[config.mk]
export PLATFORM = sky130hd
export DESIGN_NAME = lcd_spi_sequencer_flat
export DESIGN_NICKNAME = d
export VERILOG_FILES = /design/src/rtl/lcd_spi_sequencer_if.sv /design/src/rtl/lcd_spi_sequencer.sv /design/src/flat_wrapper.sv
export SDC_FILE = /design/constraint.sdc
export NUM_CORES = 1
export LEC_CHECK = 0
export ABC_AREA = 1
export CORE_MARGIN = 5
export CORE_UTILIZATION = 47
export CTS_CLUSTER_SIZE = 30
export DETAILED_ROUTE_END_ITERATION = 10
export PLACE_DENSITY = 0.79
export REMOVE_ABC_BUFFERS = 1
export SETUP_SLACK_MARGIN = 0.4
export SYNTH_ARGS = -nofsm -noshare
export SYNTH_HDL_FRONTEND = slang
export SYNTH_SLANG_ARGS = --single-unit
export TNS_END_PERCENT = 1
[constraint.sdc]
create_clock -name clk -period 1.3 [get_ports clk]
set_input_delay 0.26 -clock clk [delete_from_list [all_inputs] [get_ports clk]]
set_output_delay 0.26 -clock clk [all_outputs]
set_load 0.05 [all_outputs]
[src/rtl/lcd_spi_sequencer_if.sv]
// rtl/lcd_spi_sequencer_if.sv - request handshake bundle for the LCD serial sequencer
interface lcd_spi_sequencer_if #(
  parameter int SIZE = 8
);
  logic            req_valid;
  logic            req_ready;
  logic [SIZE-1:0] req_data;
  logic            req_dc;

  modport master (output req_valid, output req_data, output req_dc, input req_ready);
  modport slave  (input req_valid, input req_data, input req_dc, output req_ready);
endinterface

[src/rtl/lcd_spi_sequencer.sv]
// rtl/lcd_spi_sequencer.sv - MSB-first LCD serial word sequencer (LCD_SPI_BURST_EN: back-to-back words)
module lcd_spi_sequencer #(
  parameter int SIZE    = 8,
  parameter int CLK_DIV = 4
) (
  input  logic                clk,
  input  logic                rst_n,
  lcd_spi_sequencer_if.slave  req,
  output logic                sck,
  output logic                mosi,
  output logic                cs_n,
  output logic                dc,
  output logic                busy,
  output logic                done
);

  localparam int HW = (CLK_DIV > 1) ? $clog2(CLK_DIV) : 1;
  localparam int BW = $clog2(SIZE + 1);
  localparam logic [HW-1:0] HP_LAST  = HW'(CLK_DIV - 1);
  localparam logic [BW-1:0] BIT_LAST = BW'(SIZE - 1);
  localparam logic [BW-1:0] BIT_END  = BW'(SIZE);

  typedef enum logic [1:0] {S_IDLE, S_SETUP, S_SHIFT, S_HOLD} state_t;

  state_t          r_state;
  logic [HW-1:0]   r_hp;
  logic [BW-1:0]   r_bit;
  logic [SIZE-1:0] r_shift;
  logic            r_sck;
  logic            r_mosi;
  logic            r_cs_n;
  logic            r_dc;
  logic            r_done;
  logic            r_en;

  logic            w_hp_end;
  logic            w_burst_slot;
  logic            w_ready;
  logic            w_accept;

  assign w_hp_end = (r_hp == HP_LAST);

`ifdef LCD_SPI_BURST_EN
  assign w_burst_slot = (r_state == S_HOLD) && w_hp_end;
`else
  assign w_burst_slot = 1'b0;
`endif

  // r_en keeps req_ready low until the first edge after reset release
  assign w_ready       = r_en && ((r_state == S_IDLE) || w_burst_slot);
  assign w_accept      = req.req_valid && w_ready;
  assign req.req_ready = w_ready;

  always_ff @(posedge clk or negedge rst_n) begin
    if (!rst_n) begin
      r_state <= S_IDLE;
      r_hp    <= '0;
      r_bit   <= '0;
      r_shift <= '0;
      r_sck   <= 1'b0;
      r_mosi  <= 1'b0;
      r_cs_n  <= 1'b1;
      r_dc    <= 1'b0;
      r_done  <= 1'b0;
      r_en    <= 1'b0;
    end else begin
      r_en   <= 1'b1;
      r_done <= 1'b0;
      if (w_accept) begin
        // a burst acceptance still closes the previous word with a done pulse
        r_done  <= (r_state == S_HOLD);
        r_state <= S_SETUP;
        r_hp    <= '0;
        r_bit   <= '0;
        r_sck   <= 1'b0;
        r_cs_n  <= 1'b0;
        r_dc    <= req.req_dc;
        r_shift <= req.req_data;
        r_mosi  <= req.req_data[SIZE-1];
      end else begin
        case (r_state)
          S_IDLE: begin
            r_hp  <= '0;
            r_sck <= 1'b0;
          end
          S_SETUP: begin
            if (w_hp_end) begin
              r_hp    <= '0;
              r_sck   <= 1'b1;
              r_state <= S_SHIFT;
            end else begin
              r_hp <= r_hp + HW'(1);
            end
          end
          S_SHIFT: begin
            if (w_hp_end) begin
              r_hp <= '0;
              if (r_sck) begin
                // falling edge: advance to the next bit unless this was the last one
                r_sck <= 1'b0;
                if (r_bit != BIT_LAST) begin
                  r_shift <= {r_shift[SIZE-2:0], 1'b0};
                  r_mosi  <= r_shift[SIZE-2];
                end
                if (r_bit != BIT_END) r_bit <= r_bit + BW'(1);
              end else if (r_bit == BIT_END) begin
                r_state <= S_HOLD;
              end else begin
                r_sck <= 1'b1;
              end
            end else begin
              r_hp <= r_hp + HW'(1);
            end
          end
          S_HOLD: begin
            if (w_hp_end) begin
              r_hp    <= '0;
              r_done  <= 1'b1;
              r_cs_n  <= 1'b1;
              r_state <= S_IDLE;
            end else begin
              r_hp <= r_hp + HW'(1);
            end
          end
          default: r_state <= S_IDLE;
        endcase
      end
    end
  end

  assign sck  = r_sck;
  assign mosi = r_mosi;
  assign cs_n = r_cs_n;
  assign dc   = r_dc;
  assign done = r_done;
  assign busy = (r_state != S_IDLE);

endmodule

[src/flat_wrapper.sv]
// flat-port wrapper written by rule: the top's interface ports become plain ports
module lcd_spi_sequencer_flat 
#(
  parameter int SIZE    = 8,
  parameter int CLK_DIV = 4
)
  (clk, rst_n, sck, mosi, cs_n, dc, busy, done, req_req_valid, req_req_data, req_req_dc, req_req_ready);
  lcd_spi_sequencer_if #(.SIZE(SIZE)) req_i ();
  input  logic clk;
  input  logic rst_n;
  output logic sck;
  output logic mosi;
  output logic cs_n;
  output logic dc;
  output logic busy;
  output logic done;
  input wire logic [$bits(req_i.req_valid)-1:0] req_req_valid;
  input wire logic [$bits(req_i.req_data)-1:0] req_req_data;
  input wire logic [$bits(req_i.req_dc)-1:0] req_req_dc;
  output wire logic [$bits(req_i.req_ready)-1:0] req_req_ready;
  assign req_i.req_valid = req_req_valid;
  assign req_i.req_data = req_req_data;
  assign req_i.req_dc = req_req_dc;
  assign req_req_ready = req_i.req_ready;
  lcd_spi_sequencer #(.SIZE(SIZE), .CLK_DIV(CLK_DIV)) u_core (.clk(clk), .rst_n(rst_n), .req(req_i), .sck(sck), .mosi(mosi), .cs_n(cs_n), .dc(dc), .busy(busy), .done(done));
endmodule
==> impl_metrics.csv <==
group,metric,value,unit
grt,grt_max_degree,22,
setup_path,cpMostUsedCell,"inv_2",
grt,grtUsageTotal,0.1855,
placement,gp_congestion,0.8338,
die,die_w,60.13,um
power_and_ir_drop,netSwitchingPower,1.470,mW
synthesis,yosys_warnings,0,
setup_path,r2r_start,"u_core.r_state[1]$_DFFE_PN0P_",
power_and_ir_drop,finalPower,3.417,mW
synthesis,yosysSeqAreaShare,0.4460,
setup_path,r2r-end,"u_core.r_state[0]$_DFFE_PN0P_",
die,die_h,60.13,um
synthesis,synth.area.top_cells,"dfrtp_1 42%, ha_1 11%, nand2_1 9.9%",
die,dieArea,3616,um2
synthesis,synth_area,1181,um2
flow_run,max_cap_viol_count,0,
cells_and_area,diodes,0,
power_and_ir_drop,intPower,1.946,mW
clocking,cts_tree,"built",
clocking,cts.clk_slew.worst_paths,120,ps
synthesis,synth_cell_types,22,
setup_path,cp_data_required_time,1040,ps
placement,dp_hpwl,1.913,mm
route,wl_met1,1.183,mm
synthesis,synth_seq_cells,21,
die,ios,19,
setup_path,cpPeakStageDelay,440,ps
cells_and_area,multi_input_area,625.6,um2
cells_and_area,fill_cells,176,
cells_and_area,area_delta_synth_final,41.74,%
power_and_ir_drop,ir_worst_vdd,1898,uV
clocking,cts_sinks,21,
clocking,cts_hold_buf,0,
setup_path,crit_family,"flip-flops",
setup_path,path_cells,"inv_2, ha_4, buf_6, nand2_2, inv_2, buf_12",
placement,placed_cell_area,1545,um2
timing,fin_skew,2.279,ps
route,routed.top_layer,"met4",
timing,rsz0062_at_grt,"true",
setup_path,crit_arrival,1300,ps
route,postRouteAntennaNets,0,
synthesis,yosysTopAreaCell,"dfrtp_1",
timing,finalCritPeriodShare,1.197,
synthesis,yosys_most_used_dff,"dfrtp_1",
setup_path,critPathMaxFanout,2,
setup_path,reg2reg_slack,-200,ps
timing,setup_slack,-256.2,ps
die,initial_core_util,0.4856,
route,wl_per_cell,14.15,um
cells_and_area,layout.cells.non_filler,206,
route,wl_met2,1.506,mm
setup_path,crit_buf_inv,4,
route,drt_iter0_drc,41,
grt,antenna_found_initial,0,
clocking,cts_buffers,3,
synthesis,avgSynthCellArea,8.377,um2
power_and_ir_drop,power_frac_comb,0.598,
power_and_ir_drop,power.leakage,0.8375,nW
power_and_ir_drop,p_clk_frac,0.093,
power_and_ir_drop,powerDensity,2041,nW/um2
timing,drv_slew,0,
placement,placed_cells,198,
timing,fin_crit,1556,ps
setup_path,setup.worst_path.class,"flip-flop to output pin",
setup_path,crit_cells,6,
clocking,clockBufferDepth,2,
status,failed_checks,"setup timing",
route,drc,0,
synthesis,async_flop_share,1.000,
synthesis,synth_edf_count,0,
status,status,"finished, violations left",
route,drt-pass1-iter-count,4,
setup_path,critPathSlowestCell,"dfrtp_2",
timing,max_freq,642.6,MHz
cells_and_area,seq_area,528.0,um2
placement,numPortBuffers,18,
route,wl_met3,141,um
clocking,root_buffer,"clkbuf_4",
cells_and_area,nets,199,
power_and_ir_drop,switching_share,0.4304,
timing,hold_viol,0,
cells_and_area,stdcell_area,1674,um2
synthesis,synth_top_area_share,0.4237,
route,vias,1118,
power_and_ir_drop,pwr-share-seq,0.309,
synthesis,synth.cells.most_frequent,"31 x nand2_1, 22 x nand3_1, 21 x inv_1",
timing,setup_viol,22,
route,via_per_inst,5.427,
placement,pre_cts_ws,-140.2,ps
setup_path,cp-end-kind,"output pin",
die,core_area,2432,um2
setup_path,start_kind,"flip-flop",
cells_and_area,drive_gt1_frac,0.2898,
setup_path,rr_worst_depth,9,
die,rows,18,
route,routed_wl,2.915,mm
grt,grt_overflow,0,
grt,grt_pass1_vias,1173,
grt,grt_first_pass_wirelength,5.071,mm
synthesis,synth_most_common_cell,"nand2_1",
worst_hold_path,hp-class,"input pin to asynchronous set/reset pin",
clocking,h-tree-depth,1,
clocking,clock_latency,300,ps
synthesis,syn_inst,141,
registers in the layout, summed over array words and instances, names as in the netlist:
| register | flops |
|---|---|
| u_core.cs_n | 1 |
| u_core.r_bit | 4 |
| u_core.dc | 1 |
| u_core.r_hp | 2 |
| u_core.done | 1 |
| u_core.r_en | 1 |
| u_core.r_state | 2 |
| u_core.sck | 1 |
| u_core.mosi | 1 |
| u_core.r_shift | 7 |
worst reg2reg max path, cell delays in order (launching register included):
cell and delay, ps:
dfrtp_2 440, buf_4 170, buf_4 130, ha_1 170, nand2_1 60, nand2_1 70
nor2_2 170, nand3_2 90, nand2_1 70, nand2_1 50
what timing repair did:
item / 4_1_cts / 5_1_grt
gates resized for setup: 17 / 6
pin swaps: 4 / 1
buffers inserted: 4 / 0
endpoints found under the hold margin: 0 / 0
setup endpoints to repair: 27 / 27
metrics by stage:
stage	util	TNS, ps	hold slack, ps
after floorplan	-	-3596	-35.59
after global placement	0.6353	-1159	422.6
after detailed placement	0.6353	-2094	441.9
after CTS	0.6770	-1542	299.3
after global routing	0.6883	-4009	300.6
final	0.6883	-2220	292.4
cells in the final DEF (no fill, tap or decap), types with 3 or more instances in the layout:
cell type        count
inv_2                5
nor2_1               3
dfrtp_1             19
buf_12               7
nor2_2               3
nand2_1             30
nand3_1             20
inv_1               16
a21oi_1              3
nand3_2              3
clkdlybuf4s50_1     11
nand4_1              9
buf_4               14
ha_1                 7
clkbuf_4             3
cells by family (layout without fill, tap and decap cells):
| family | after synthesis | count (layout) | share of synthesized area |
|---|---|---|---|
| flip-flops | 21 | 21 | 0.4460 |
| other | 1 | 1 | 0.003175 |
| buffers and inverters | 24 | 59 | 0.07839 |
| AO/OA/AOI/OAI | 9 | 9 | 0.04661 |
| adder cells (fa/ha/maj) | 10 | 10 | 0.1059 |
| AND/OR/NAND/NOR | 76 | 76 | 0.3199 |
area by class of cell:
class                   instances  share of cell area
clock buffers                   4             0.01570
inverters                      21             0.04709
multi-input cells              96              0.3737
flip-flops and latches         21              0.3154
well taps                      30             0.02242
repair buffers                 34              0.2257
worst max path at each step:
stage	startpoint	to
after floorplan	u_core.r_state[0]$_DFFE_PN0P_	u_core.r_state[1]$_DFFE_PN0P_
final	u_core.r_state[1]$_DFFE_PN0P_	req_req_ready
after global routing	u_core.r_state[1]$_DFFE_PN0P_	req_req_ready
after CTS	u_core.r_state[1]$_DFFE_PN0P_	req_req_ready
after detailed placement	u_core.r_state[1]$_DFFE_PN0P_	u_core.r_hp[0]$_DFF_PN0_
after global placement	req_req_valid	u_core.r_shift[4]$_DFFE_PN0P_
per-layer routing:
metal	global-route usage	vias to the layer above
met3	0.03672	12
li1	-	529
met5	0	-
met1	0.2332	536
met4	0.07911	0
met2	0.3071	41
power groups by stage:
| stage | sequential (mW) | clock (mW) | combinational [mW] |
|---|---|---|---|
| global route | 1.08 | 0.363 | 2.23 |
| CTS | 1.04 | 0.326 | 1.92 |
| finish | 1.06 | 0.318 | 2.04 |
| global placement | 1.05 | 0 | 1.63 |
| detailed placement | 1.06 | 0 | 1.67 |
| floorplan | 1.19 | 0 | 0.807 |
Power figures use the tool's default switching activity.
